### src/rtl/system_id_checker_timeout.sv
// Per-read stall counter; o_expired flags the stall cycle that uses up the budget,
// so the caller can leave the read state on that same edge.
module system_id_checker_timeout #(
    parameter int unsigned TIMEOUT_CYCLES = 16
) (
    input  logic i_clk,
    input  logic i_rst,
    input  logic i_clear,
    input  logic i_count,
    output logic o_expired
);

    logic [7:0] r_count;

    always_ff @(posedge i_clk or posedge i_rst) begin
        if (i_rst) begin
            r_count <= 8'd0;
        end else if (i_clear) begin
            r_count <= 8'd0;
        end else if (i_count) begin
            r_count <= r_count + 8'd1;
        end
    end

    assign o_expired = i_count && (r_count >= 8'(TIMEOUT_CYCLES - 1));

endmodule

### config.mk
export PLATFORM = sky130hd
export DESIGN_NAME = system_id_checker_timeout
export DESIGN_NICKNAME = d
export VERILOG_FILES = /design/src/rtl/system_id_checker_timeout.sv
export SDC_FILE = /design/constraint.sdc
export NUM_CORES = 1
export LEC_CHECK = 0
export CAP_MARGIN = 40
export CORE_AREA = 3 3 40 42
export CTS_BUF_LIST = sky130_fd_sc_hd__clkbuf_8
export CTS_CLUSTER_SIZE = 12
export DETAILED_ROUTE_END_ITERATION = 6
export DIE_AREA = 0 0 43 45
export DONT_BUFFER_PORTS = 1
export GPL_ROUTABILITY_DRIVEN = 0
export GPL_TIMING_DRIVEN = 0
export SLEW_MARGIN = 40
export SYNTH_ARGS = -nofsm -noshare
export SYNTH_HDL_FRONTEND = slang
export SYNTH_SLANG_ARGS = --single-unit
### constraint.sdc
create_clock -name i_clk -period 1.95 [get_ports i_clk]
set_clock_uncertainty 0.15 [all_clocks]
set_input_delay 0.195 -clock i_clk [delete_from_list [all_inputs] [get_ports i_clk]]
set_output_delay 0.195 -clock i_clk [all_outputs]
set_load 0.05 [all_outputs]
### After elaboration in Yosys (flattened, before gate mapping)

Index checks and enable logic that the tools add are counted.

| storage, ports and cells | value |
|---|---|
| RAM bits | 0 |
| latch bits | 0 |
| bits in registers | 8 |
| output and inout bits | 1 |
| input port bits | 4 |
| memories | 0 |
| word-level logic and storage cells | 7 |
| ROM bits | 0 |

| operators by class | value |
|---|---|
| equal/unequal tests | 0 |
| div/mod/pow operators | 0 |
| multipliers | 0 |
| reductions and logical operators | 2 |
| bitwise operators | 0 |
| $lt $le $gt $ge | 1 |
| shift operators | 0 |
| mux-type cells | 2 |
| add/subtract/negate cells | 1 |

Operators with widths:

| operator | number |
|---|---|
| 2-to-1 mux 8 bit | 2 |
| adder 8 x 1 -> 8 bit, second input constant | 1 |
| greater-or-equal comparator 8 x 4 -> 1 bit, second input constant | 1 |
| nonzero test 2 bit | 1 |
| logical AND 1 bit | 1 |

### Logic depth before layout (Yosys ltp)

Gate-level depths: netlist of run 1.

| depth | value |
|---|---|
| depth after elaboration | 3 |
| gate-level depth with buffers | 4 |
| mapped depth without buffers | 4 |

### Least setup slack after synthesis of run 1

OpenSTA, ideal clock, no wires.

| timing path | value |
|---|---|
| kind | register -> output |
| start point | reg r_count[0] |
| end point | out o_expired |
| setup slack | -0.178 ns |
| required time | 1.605 ns |
| arrival time | 1.783 ns |
| path buffers | 0 |
| stages on the path, launching flop included | 4 |
| cells stage by stage | dfrtp_1 > ha_1 > nand3_1 > a21boi_0 |

| between the ends | value |
|---|---|
| cells in the longest elaborated chain, start to end | 2 |

Ends and longest elaborated chain:

| item | RTL line | source |
|---|---|---|
| start: declaration | 13 | `logic [7:0] r_count;` |
| start signal: assignment | 21 | `r_count <= r_count + 8'd1;` |
| greater-or-equal comparator 8 x 4 -> 1 bit | 25 | `assign o_expired = i_count && (r_count >= 8'(TIMEOUT_CYCLES - 1));` |
| logical AND 1 bit | 25 |  |
| end: declaration | 10 | `output logic o_expired` |

Every way passes these cells.

### Worst setup path after layout of run 1

Same ends and word-level chain as after synthesis.

==> impl_metrics.env, run 1 <==
export IMPL_cellPowerDensity_nw_per_um2=824.0
export IMPL_start_kind="flop"
export IMPL_min_path_type="in -> reg"
export IMPL_cts_setup_buffers=0
export IMPL_crit_fanout=4
export IMPL_area_growth_pct=18.21
export IMPL_dr_wl_met2_um=314
export IMPL_r2r_start="r_count[2]"
export IMPL_worst_pin_slew_ps=638.1
export IMPL_row_count=13
export IMPL_clkSinkCount=8
export IMPL_synth_top_cell_area_share_pct=49.38
export IMPL_synth_commonest_cells="8 x dfrtp_1, 5 x nor2_1"
export IMPL_drv_cap=0
export IMPL_clkSlewWorstSetupHoldPaths_ps=40
export IMPL_grt_pass1_vias=313
export IMPL_grt_pass1_wl_mm=1.304
export IMPL_cts_buffers=3
export IMPL_wirelength_met1_um=361
export IMPL_regMostFlops="r_count"
export IMPL_min_from="i_clear"
export IMPL_cts_resized=0
export IMPL_grt_ovfl_total=0
export IMPL_finalHoldViolCount=0
export IMPL_wirelength_um=717
export IMPL_ys_seq_elements=8
export IMPL_p_leak_nw=0.1999
export IMPL_start_util_pct=31.55
export IMPL_maxSlewViolCount=0
export IMPL_drc=0
export IMPL_final_nets=52
export IMPL_coreArea_um2=1285
export IMPL_root_buffer="clkbuf_8"
export IMPL_yosysMostFrequentCell="dfrtp_1"
export IMPL_critPathCaptureType="output pin"
export IMPL_fillers=127
export IMPL_synth_main_ff_cell="dfrtp_1"
export IMPL_yosys_top_cells_area="dfrtp_1 49%, xor2_1 6.5%, nor2_1 4.6%"
export IMPL_slew_headroom_pct=57.21
export IMPL_wl_per_cell_um=11.95
export IMPL_vias_per_cell=4.933
export IMPL_antenna_cells=0
export IMPL_dr_pass1_iters=4
export IMPL_dieHeight_um=45
export IMPL_ys_warn_count=0
export IMPL_grt_total_usage_pct=9.336
export IMPL_ant_nets=0
export IMPL_ios=5
export IMPL_drt_iter0_markers=3
export IMPL_final_layout_size_suffix_gt1_share_pct=15.56
export IMPL_die_w_um=43
export IMPL_yosysSeqAreaShare_pct=49.38
export IMPL_placed_cell_area_um2=427.9
export IMPL_io_buffers=0
export IMPL_multi_input_area_um2=192.7
export IMPL_synth_top_area_cell="dfrtp_1"
export IMPL_fmax_ghz=0.5395
export IMPL_synthCells=41
export IMPL_crit_type="reg -> out"
export IMPL_fin_crit_ps=1854
export IMPL_reg_top3="r_count: 8 flops"
export IMPL_postSynth_asyncResetShare_pct=100.0
export IMPL_clock_path_buffers=2
export IMPL_postLayoutCellArea_um2=479.2
export IMPL_cp_arrival_ps=1510
export IMPL_synth_area_um2=405.4
export IMPL_synth_edf_count=0
export IMPL_regArea_um2=200.2
export IMPL_highest_layer="met3"
export IMPL_fin_crit_sh_pct=95.06
export IMPL_worstPathRequired_ps=1600
export IMPL_htreeDepth=1
export IMPL_r2r_end="r_count[5]"
export IMPL_insertion_delay_ps=220
export IMPL_antenna_found_initial=0
export IMPL_wl_met3_um=41
export IMPL_synth_distinct_cells=18
export IMPL_finalSetupViolations=0
export IMPL_outcome="finished, final reports clean"
export IMPL_reg2reg_depth=3
export IMPL_ir_drop_v=0.0004515
export IMPL_grt_max_degree=10
export IMPL_whs_endpoint="r_count[7]"
export IMPL_hpwl_um=512.6
export IMPL_rrSetupSlack_ps=540
export IMPL_rsz0062_at_grt="false"
export IMPL_min_path_cells=2
export IMPL_cts_tree="done"
export IMPL_synth_area_per_cell_um2=9.888
export IMPL_dieArea_um2=1935
export IMPL_largest_reg_flops=8
export IMPL_setup_tns_ps=0
export IMPL_syn_nets=46
export IMPL_vias=296
## what timing repair did
item | in CTS | in global routing
endpoints found under the hold margin | 8 | 0
hold buffers | 1 | 0
endpoints found under the setup margin | 0 | 0
## layout by cell type (no fill, tap or decap)
cell,netlist,layout
a21boi_2,0,1
a21oi_1,3,3
buf_2,1,1
buf_4,1,1
clkbuf_8,0,3
dfrtp_1,8,8
dlygate4sd3_1,0,1
ha_1,1,1
inv_1,1,1
mux2i_1,1,1
nand2_1,2,2
nand3_1,3,3
nand4_1,2,2
nor2_1,5,5
nor4_1,1,1
o2111ai_2,1,1
o21ai_0,3,3
or3_1,3,3
xnor2_1,1,1
xor2_1,3,3
## power breakdown
group | internal [W] | switching [W]
clock | 0.000133 | 0.0000617
combinational | 0.0000102 | 0.0000136
sequential | 0.000171 | 0.00000489
total | 0.000315 | 0.0000802
## layer usage
metal	up-vias	global-route usage [%]
met4	0	7.229
met2	5	13.77
li1	153	-
met3	0	3.187
met1	138	11.17
met5	-	0
## final cells by class
class / instances / share of cell area (%)
Inverter: 1 / 0.7833
Clock buffer: 3 / 8.616
Multi-Input combinational cell: 30 / 40.21
Tap cell: 15 / 3.916
Buffer: 2 / 2.611
Timing Repair Buffer: 1 / 2.089
Sequential cell: 8 / 41.78
## kinds of logic after synthesis
family | synth area share, %
muxes | 2.469
buffers and inverters | 4.011
AOI/OAI and AO/OA | 12.96
xor gates and xnor gates | 8.644
adders and majority gates | 3.086
DFF | 49.38
and+or+nand+nor | 19.45
## per-stage QoR
stage / cells / setup WS, ps / utilization (%) / total power (W) / hold WS [ps]
floorplan: 41 / 204.7 / - / 0.0001955 / -139.3
global placement: 56 / 126.8 / 33.01 / 0.0001997 / -97.32
detailed placement: 56 / 346.2 / 33.30 / 0.0002003 / -100.9
CTS: 60 / 103.0 / 37.29 / 0.0004008 / 49.77
global route: 60 / 17.19 / 37.29 / 0.0004129 / 64.91
finish: 60 / 96.28 / 37.29 / 0.0003949 / 59.36
## how the worst max path moves through the flow
| stage | startpoint | to | slack, ps | cells after the start |
|---|---|---|---|---|
| final | r_count[0] | o_expired | 100 | 3 |
| after global routing | r_count[0] | o_expired | 20 | 3 |
| after CTS | r_count[0] | o_expired | 100 | 3 |
| after detailed placement | r_count[0] | o_expired | 350 | 3 |
| after global placement | r_count[0] | o_expired | 130 | 3 |
| after floorplan | r_count[0] | o_expired | 200 | 3 |
## worst max-delay path, stage by stage (launching register included)
cell,delay (ps)
dfrtp_1,390
ha_1,230
nand3_1,110
a21boi_2,550
Power figures use the tool's default switching activity.
==> run 2: changes to the inputs <==
--- a/config.mk
+++ b/config.mk
@@ -8,7 +8,7 @@
 export CAP_MARGIN = 40
 export CORE_AREA = 3 3 40 42
 export CTS_BUF_LIST = sky130_fd_sc_hd__clkbuf_8
-export CTS_CLUSTER_SIZE = 12
+export CTS_CLUSTER_SIZE = 10
 export DETAILED_ROUTE_END_ITERATION = 6
 export DIE_AREA = 0 0 43 45
 export DONT_BUFFER_PORTS = 1
==> results of run 2 <==
The final DEF is identical to that of run 1; final timing and power are the same.
